## config.mk

```make
export PLATFORM = sky130hd
export DESIGN_NAME = alu_arbiter
export DESIGN_NICKNAME = d
export VERILOG_FILES = /design/src/rtl/alu_arbiter.sv
export SDC_FILE = /design/constraint.sdc
export NUM_CORES = 1
export LEC_CHECK = 0
export ABC_CLOCK_PERIOD_IN_PS = 2100
export CAP_MARGIN = 30
export CORE_MARGIN = 1.5
export CORE_UTILIZATION = 39
export DETAILED_ROUTE_END_ITERATION = 8
export GPL_ROUTABILITY_DRIVEN = 0
export GPL_TIMING_DRIVEN = 1
export HOLD_SLACK_MARGIN = 0.15
export PLACE_DENSITY = 0.82
export SYNTH_ARGS = -nofsm -noshare
export SYNTH_HDL_FRONTEND = slang
export SYNTH_SLANG_ARGS = --single-unit
```

## constraint.sdc

```tcl
create_clock -name clk -period 2.1 [get_ports clk]
set_input_delay 0.42 -clock clk [delete_from_list [all_inputs] [get_ports clk]]
set_output_delay 0.42 -clock clk [all_outputs]
set_load 0.1 [all_outputs]
```

## src/rtl/alu_arbiter.sv

```systemverilog
//------------------------------------------------------------------------------
// Module     : alu_arbiter
// Description: Two-requester front end for one shared combinational ALU.
//              One operation is in flight at a time (IDLE -> EXEC -> RESP).
//              Define ALU_ARB_RR_EN for round-robin grant; the default is
//              fixed priority with req0 winning.
// Revision   : 1.0 - initial release
//------------------------------------------------------------------------------
`default_nettype none

module alu_arbiter (
  input  logic        clk,
  input  logic        rst,
  input  logic        req0_valid,
  output logic        req0_ready,
  input  logic [3:0]  req0_fun,
  input  logic [31:0] req0_a,
  input  logic [31:0] req0_b,
  input  logic        req1_valid,
  output logic        req1_ready,
  input  logic [3:0]  req1_fun,
  input  logic [31:0] req1_a,
  input  logic [31:0] req1_b,
  output logic        rsp0_valid,
  input  logic        rsp0_ready,
  output logic        rsp1_valid,
  input  logic        rsp1_ready,
  output logic [31:0] rsp_result,
  output logic [3:0]  alu_fun,
  output logic [31:0] alu_srcA,
  output logic [31:0] alu_srcB,
  input  logic [31:0] alu_result
);

  localparam logic [1:0] S_IDLE = 2'd0;
  localparam logic [1:0] S_EXEC = 2'd1;
  localparam logic [1:0] S_RESP = 2'd2;

  logic [1:0]  r_state;
  logic [3:0]  r_fun;
  logic [31:0] r_a;
  logic [31:0] r_b;
  logic [31:0] r_result;
  logic        r_owner;
  logic        w_grant0;
  logic        w_grant1;
  logic        w_accept;
  logic        w_idle;
  logic        w_owner_ready;

  assign w_idle = (r_state == S_IDLE);

`ifdef ALU_ARB_RR_EN
  // r_last is 1 when req1 was granted last; reset value makes req0 win first
  logic r_last;

  always_comb begin
    w_grant0 = req0_valid & (~req1_valid | r_last);
    w_grant1 = req1_valid & (~req0_valid | ~r_last);
  end

  always_ff @(posedge clk) begin
    if (rst) begin
      r_last <= 1'b1;
    end else if (w_accept) begin
      r_last <= w_grant1;
    end
  end
`else
  always_comb begin
    w_grant0 = req0_valid;
    w_grant1 = req1_valid & ~req0_valid;
  end
`endif

  assign req0_ready    = w_idle & w_grant0;
  assign req1_ready    = w_idle & w_grant1;
  assign w_accept      = req0_ready | req1_ready;
  assign w_owner_ready = r_owner ? rsp1_ready : rsp0_ready;

  always_ff @(posedge clk) begin
    if (rst) begin
      r_state  <= S_IDLE;
      r_fun    <= 4'b0000;
      r_a      <= 32'd0;
      r_b      <= 32'd0;
      r_result <= 32'd0;
      r_owner  <= 1'b0;
    end else begin
      case (r_state)
        S_IDLE: begin
          if (w_accept) begin
            r_fun   <= req1_ready ? req1_fun : req0_fun;
            r_a     <= req1_ready ? req1_a   : req0_a;
            r_b     <= req1_ready ? req1_b   : req0_b;
            r_owner <= req1_ready;
            r_state <= S_EXEC;
          end
        end
        S_EXEC: begin
          r_result <= alu_result;
          r_state  <= S_RESP;
        end
        S_RESP: begin
          if (w_owner_ready) begin
            r_state <= S_IDLE;
          end
        end
        default: r_state <= S_IDLE;
      endcase
    end
  end

  // The ALU only sees operands while an operation is executing
  assign alu_fun    = (r_state == S_EXEC) ? r_fun : 4'b0000;
  assign alu_srcA   = (r_state == S_EXEC) ? r_a   : 32'd0;
  assign alu_srcB   = (r_state == S_EXEC) ? r_b   : 32'd0;

  assign rsp0_valid = (r_state == S_RESP) & ~r_owner;
  assign rsp1_valid = (r_state == S_RESP) &  r_owner;
  assign rsp_result = r_result;

endmodule

`default_nettype wire
```

==> qor.csv <==
metric,value,unit
antenna_found_initial,0,
final_max_slew_viol_count,0,
finalHoldViolCount,0,
grt_pass1_wl,26100,um
r2r_cells,5,
cap_violations,0,
floorplan.die.width,115,um
dieArea,0.0131,sq mm
crit_arrival,1670,ps
dp_hpwl,12700,um
ys_seq_area_share,42.4,%
diodes,0,
yosysWarnings,0,
seqCellArea,0.00207,sq mm
worstHoldPathType,reg2reg,
final_nets,972,
avgSynthCellArea,8.79,sq um
max-slew-margin-rel,71.3,%
first_pass_iters,4,
p_leak,3.37,nW
clkSinkCount,103,
cts.reportedPaths.clkPinSlew,70,ps
r2r_setup_slack,280,ps
critPathLaunch,req0_valid,
wire_per_inst,17.8,um
initial_core_util,40.3,%
setup_viol,0,
ant_nets,0,
layout-drive-gt1-share,23.4,%
remaining_drc_errors,0,
tritoncts,built,
holdCritStartpoint,rsp_result[13]$_SDFFE_PP0N_,
coreArea,0.0121,sq mm
postLayoutCellArea,0.00875,sq mm
fp.dieH,115,um
outcome,"finished, final reports clean",
ir_drop,390,uV
syn_nets,727,
post_dp_cell_area,0.00842,sq mm
synth_cell_types,24,
max_freq,0.478,GHz
num_rows,40,
fin_crit_sh,99.6,%
ios,278,
cp-endpoint,req1_ready,
hold_ws,458,ps
required,1680,ps
end_kind,output port,
syn-instance-count,553,
h-tree-depth,3,
wl,17300,um
cts_buffers,9,
portBuffers,277,
grt_max_degree,53,
via_count,5258,
drt_iter0_drc,311,
syn_to_final_growth,80.1,%
path_class,in2out,
cp-start-kind,input pin,
insertion_delay,340,ps
fill_cells,849,
grt-ovfl-total,0,
grtUsageTotal,25.4,%
netlist_area,0.00486,sq mm
multi_input_area,0.00249,sq mm
worst_pin_slew,431,ps
finClkSkew,6.45,ps
p_per_area,740,mW/mm^2
timing.rr.start,r_state[1]$_SDFFE_PP0P_,
cts-root-buf,clkbuf_16,
ys_seq_elements,103,
viasPerCell,5.42,
clk_path_buf_depth,2,
path_max_fanout,2,
reg2reg_to,r_a[15]$_SDFFE_PP0P_,
grt_setup_unrepaired,no,
finalCriticalPeriod,2090,ps
grt_pass1_vias,5146,
[cell usage after synthesis (all sizes together)]
master | instances | area [sq um]
or4b | 1 | 10.0
a22oi | 68 | 616
nor2b | 3 | 18.8
mux2i | 1 | 10.0
nand2 | 64 | 240
a21oi | 102 | 510
a211oi | 68 | 561
inv | 1 | 3.75
nand3b | 1 | 7.51
a21bo | 1 | 10.0
clkbuf | 38 | 143
dfxtp | 103 | 2060
and3b | 1 | 8.76
nor2 | 1 | 3.75
or2 | 1 | 6.26
buf | 27 | 199
and2 | 70 | 438
nor3b | 1 | 7.51
nand2b | 1 | 6.26
[placed cells by master, fill, tap and decap left out, types with 10 or more instances in the layout]
cell type | Yosys | final
and2_1 | 70 | 66
a211oi_2 | 10 | 10
nand2_1 | 64 | 64
a22oi_2 | 21 | 21
a21oi_1 | 102 | 102
clkdlybuf4s50_1 | 0 | 171
buf_12 | 0 | 79
a211oi_1 | 58 | 58
a22oi_1 | 47 | 47
dfxtp_1 | 103 | 101
buf_4 | 2 | 48
[critical path, stage by stage]
cell	delay, ps
clkdlybuf4s50_1	450
or4b_4	530
clkinvlp_4	110
buf_12	170
[worst min path at each step]
stage / endpoint / slack (ps) / cells after the start
2_1_floorplan: r_a[12]$_SDFFE_PP0P_ / 490 / 2
3_3_place_gp: rsp_result[13]$_SDFFE_PP0N_ / 440 / 2
3_5_place_dp: rsp_result[11]$_SDFFE_PP0N_ / 450 / 2
4_1_cts: rsp_result[11]$_SDFFE_PP0N_ / 460 / 2
5_1_grt: rsp_result[11]$_SDFFE_PP0N_ / 470 / 2
6_report: rsp_result[13]$_SDFFE_PP0N_ / 460 / 2
[stage by stage]
stage	total power, mW	cells	setup slack (ps)	utilization, %	TNS [ps]
2_1_floorplan	3.79	553	-5.96	-	-47.7
3_3_place_gp	4.69	954	-19.4	69.8	-19.4
3_5_place_dp	4.75	954	-49.7	69.8	-368
4_1_cts	6.51	971	11.0	72.5	0
5_1_grt	6.74	971	4.95	72.6	0
6_report	6.48	971	8.50	72.6	0
[layout make-up]
cell class / instances / area share, %
repair buffers: 299 / 41.8
clock buffers: 10 / 2.73
clock inverters: 6 / 0.872
flip-flops and latches: 103 / 23.6
multi-input cells: 384 / 28.5
inverters: 1 / 0.0858
well taps: 168 / 2.40
[logic make-up after synthesis]
| family | share of synthesized area, % |
|---|---|
| compound gates | 34.9 |
| simple gates | 15.4 |
| flops | 42.4 |
| buf+inv | 7.10 |
| mux | 0.206 |
[routing by layer]
layer	part of all wire [%]	routed length, um	GRT usage (%)	up-vias
li1	-	-	-	2480
met1	39	6690	27.3	2500
met2	51	8760	46.1	233
met3	7.3	1260	7.62	43
met4	3.4	586	10.8	2
met5	0.035	6	0	-
[state kept, by name, indices dropped and copies added, names as in the netlist]
| name | cells |
|---|---|
| r_fun | 4 |
| rsp_result | 32 |
| r_a | 32 |
| r_owner | 1 |
| r_b | 32 |
| r_state | 2 |
[report_power, final]
part | internal, mW | switching (mW) | leakage (nW)
combinational | 0.949 | 1.48 | 2.37
clock | 0.979 | 0.790 | 0.149
sequential | 2.16 | 0.114 | 0.853
total | 4.09 | 2.39 | 3.37
[what timing repair did]
item | 4_1_cts | 5_1_grt
pin swaps | 0 | 0
setup buffers | 1 | 0
gates resized for setup | 3 | 3
setup endpoints to repair | 69 | 52
endpoints found under the hold margin | 0 | 0
hold buffers | 0 | 0
gates cloned | 0 | 0
Power figures use the tool's default switching activity.
==> variant: new RTL, same flow settings <==
Build with the macro `ALU_ARB_RR_EN` defined.
--- a/src/rtl/alu_arbiter.sv
+++ b/src/rtl/alu_arbiter.sv
@@ -7,6 +7,8 @@
 // Revision   : 1.0 - initial release
 //------------------------------------------------------------------------------
 `default_nettype none
+
+`define ALU_ARB_RR_EN
 
 module alu_arbiter (
   input  logic        clk,
Function: changed (a bounded check fails within 4 cycles, from zero or initial values and one cycle with rst high).
==> variant against the unedited design <==
Synthesized area is 3.5% higher; synthesized cell count is 16% higher; routed wire length is 9.9% higher; power is 3.7% higher; worst setup slack better by 47 ps; cell area is 4.1% higher; sequential cell count is 1 higher; count of clock-buffer cells in the layout is 1 higher; largest power group unchanged; final cell count is 8.5% higher.
==> variant: results (changes against the unedited design) <==
outcome:
  outcome: "completed"
grt:
  gr-usage-all-layers: 0.272  # +0.0174
  first_global_vias: 5646  # +9.7%
  grt_pass1_wl_mm: 28.7  # +10%
  grt_antenna_before_repair: 0  # unchanged
  grt_max_degree: 46  # -13%
routing:
  drtIter0Drc: 413  # +33%
  vias: 5878  # +12%
  first_pass_iters: 6  # +2
  routedWlPerCell_um: 18.0  # +1.3%
sta:
  hold_viol_final: 0  # unchanged
  finClkSkew_ps: 6.82  # +0.374 ps
  min_period_ps: 2040  # -46.9 ps
  worst-slew-pin-transition_ps: 436  # +4.88 ps
setup_path:
  startpoint: "req1_valid"
  r2r-end: "r_b[13]"
  r2r-start: "r_state[1]"
  path_max_fanout: 3  # +1
  r2r_setup_slack_ps: 430  # +150 ps
  worst_r2r_path_depth: 4  # -1
  arrival_ps: 1620  # -50 ps
  critical_path.endpoint: "req1_ready"
synthesis:
  synth_compound_area_frac: 0.291  # -0.0584
  synthCells: 644  # +16%
  synthFlopType: "dfxtp_1"
  synthMuxAreaShare: 0.00199  # -0.0000701
  ys_seq_area_frac: 0.414  # -0.0105
  yosysWarnings: 0  # unchanged
  yosys-top-cells-area: "dfxtp_1 41%, a311oi_1 12%, a21oi_1 10%"
  synth_xor_xnor_area_share: 0  # unchanged
  async_flop_share: 0  # unchanged
  ys_types: 29  # +21%
  yosys-top-cells-count: "104 x dfxtp_1, 102 x a21oi_1, 70 x and2_1"
  synth_fa_ha_area_frac: 0  # unchanged
  synthesis.nets: 818  # +13%
power:
  worst_ir_drop_vdd_mv: 0.364  # -6.7%
  p_leak_uw: 0.00339  # +0.48%
hold_path:
  holdPathStages: 2  # unchanged
  worstHoldPathType: "reg2reg"
layout:
  final_cells: 1054  # +8.5%
  nFillCells: 958  # +13%
  num_antenna_cells: 0  # unchanged
  nets: 1051  # +8.1%
  drive_above_1_share: 0.259  # +0.0244
clock_network:
  clk_latency_ps: 340  # about the same
  cts_root_buf: "clkbuf_16"
  clk_transition_reported_paths_ps: 60
  h-tree-depth: 3  # unchanged
  clockBufferDepth: 2  # unchanged
  cts_buffers: 9  # unchanged
place:
  preCtsSetupSlack_ps: -145  # -95.6 ps
  dp_hpwl_mm: 12.8  # +1.1%
  port_buffers: 277  # unchanged
  place_inst: 1036  # +8.6%
[variant: final cells by class]
class	count	area (µm²)	area share
repair buffers	303	3750	0.412
multi-input cells	458	2730	0.300
flip-flops and latches	104	2080	0.229
clock buffers	11	243	0.0266
well taps	172	215	0.0236
clock inverters	5	80.1	0.00879
inverters	1	3.75	0.000412
[variant: how the worst min path moves through the flow]
stage,slack (ps),start,end
after global routing,480,rsp_result[23],rsp_result[23]
final,460,rsp_result[29],rsp_result[29]
after detailed placement,450,rsp_result[1],rsp_result[1]
after floorplan,490,r_a[10],r_a[10]
after global placement,440,rsp_result[6],rsp_result[6]
after CTS,460,rsp_result[1],rsp_result[1]
[variant: critical path, stage by stage]
cell,delay [ps]
clkdlybuf4s50_1,470
or3b_4,410
nor2_4,140
buf_12,180
[variant: what timing repair did]
item	CTS	global route
gates resized for setup	5	0
setup endpoints to repair	38	49
setup buffers	0	1
hold buffers	0	0
cloned	1	0
[variant: cell families (layout without fill, tap and decap cells)]
group,count (synthesis),count (layout)
buffers and inverters,82,320
AO/OA/AOI/OAI,240,240
AND/OR/NAND/NOR,217,217
flip-flops,104,104
multiplexers,1,1
[variant: report_power, final]
group | internal [µW] | switching, µW
registers | 2190 | 114
clock network | 1080 | 731
logic | 1010 | 1600
[variant: stage by stage]
step	utilization	instance area [µm²]	total power (µW)	hold WS [ps]
2_1_floorplan	-	5140	3910	488
3_3_place_gp	0.693	8740	4880	443
3_5_place_dp	0.693	8740	4930	449
4_1_cts	0.721	9100	6760	458
5_1_grt	0.722	9110	7020	481
6_report	0.722	9110	6720	457
[variant: layer usage]
metal / vias up / track usage / routed length, µm
li1: 2794 / - / -
met1: 2778 / 0.301 / 7240
met2: 266 / 0.487 / 9450
met3: 40 / 0.0784 / 1800
met4: 0 / 0.113 / 533
met5: - / 0 / 0
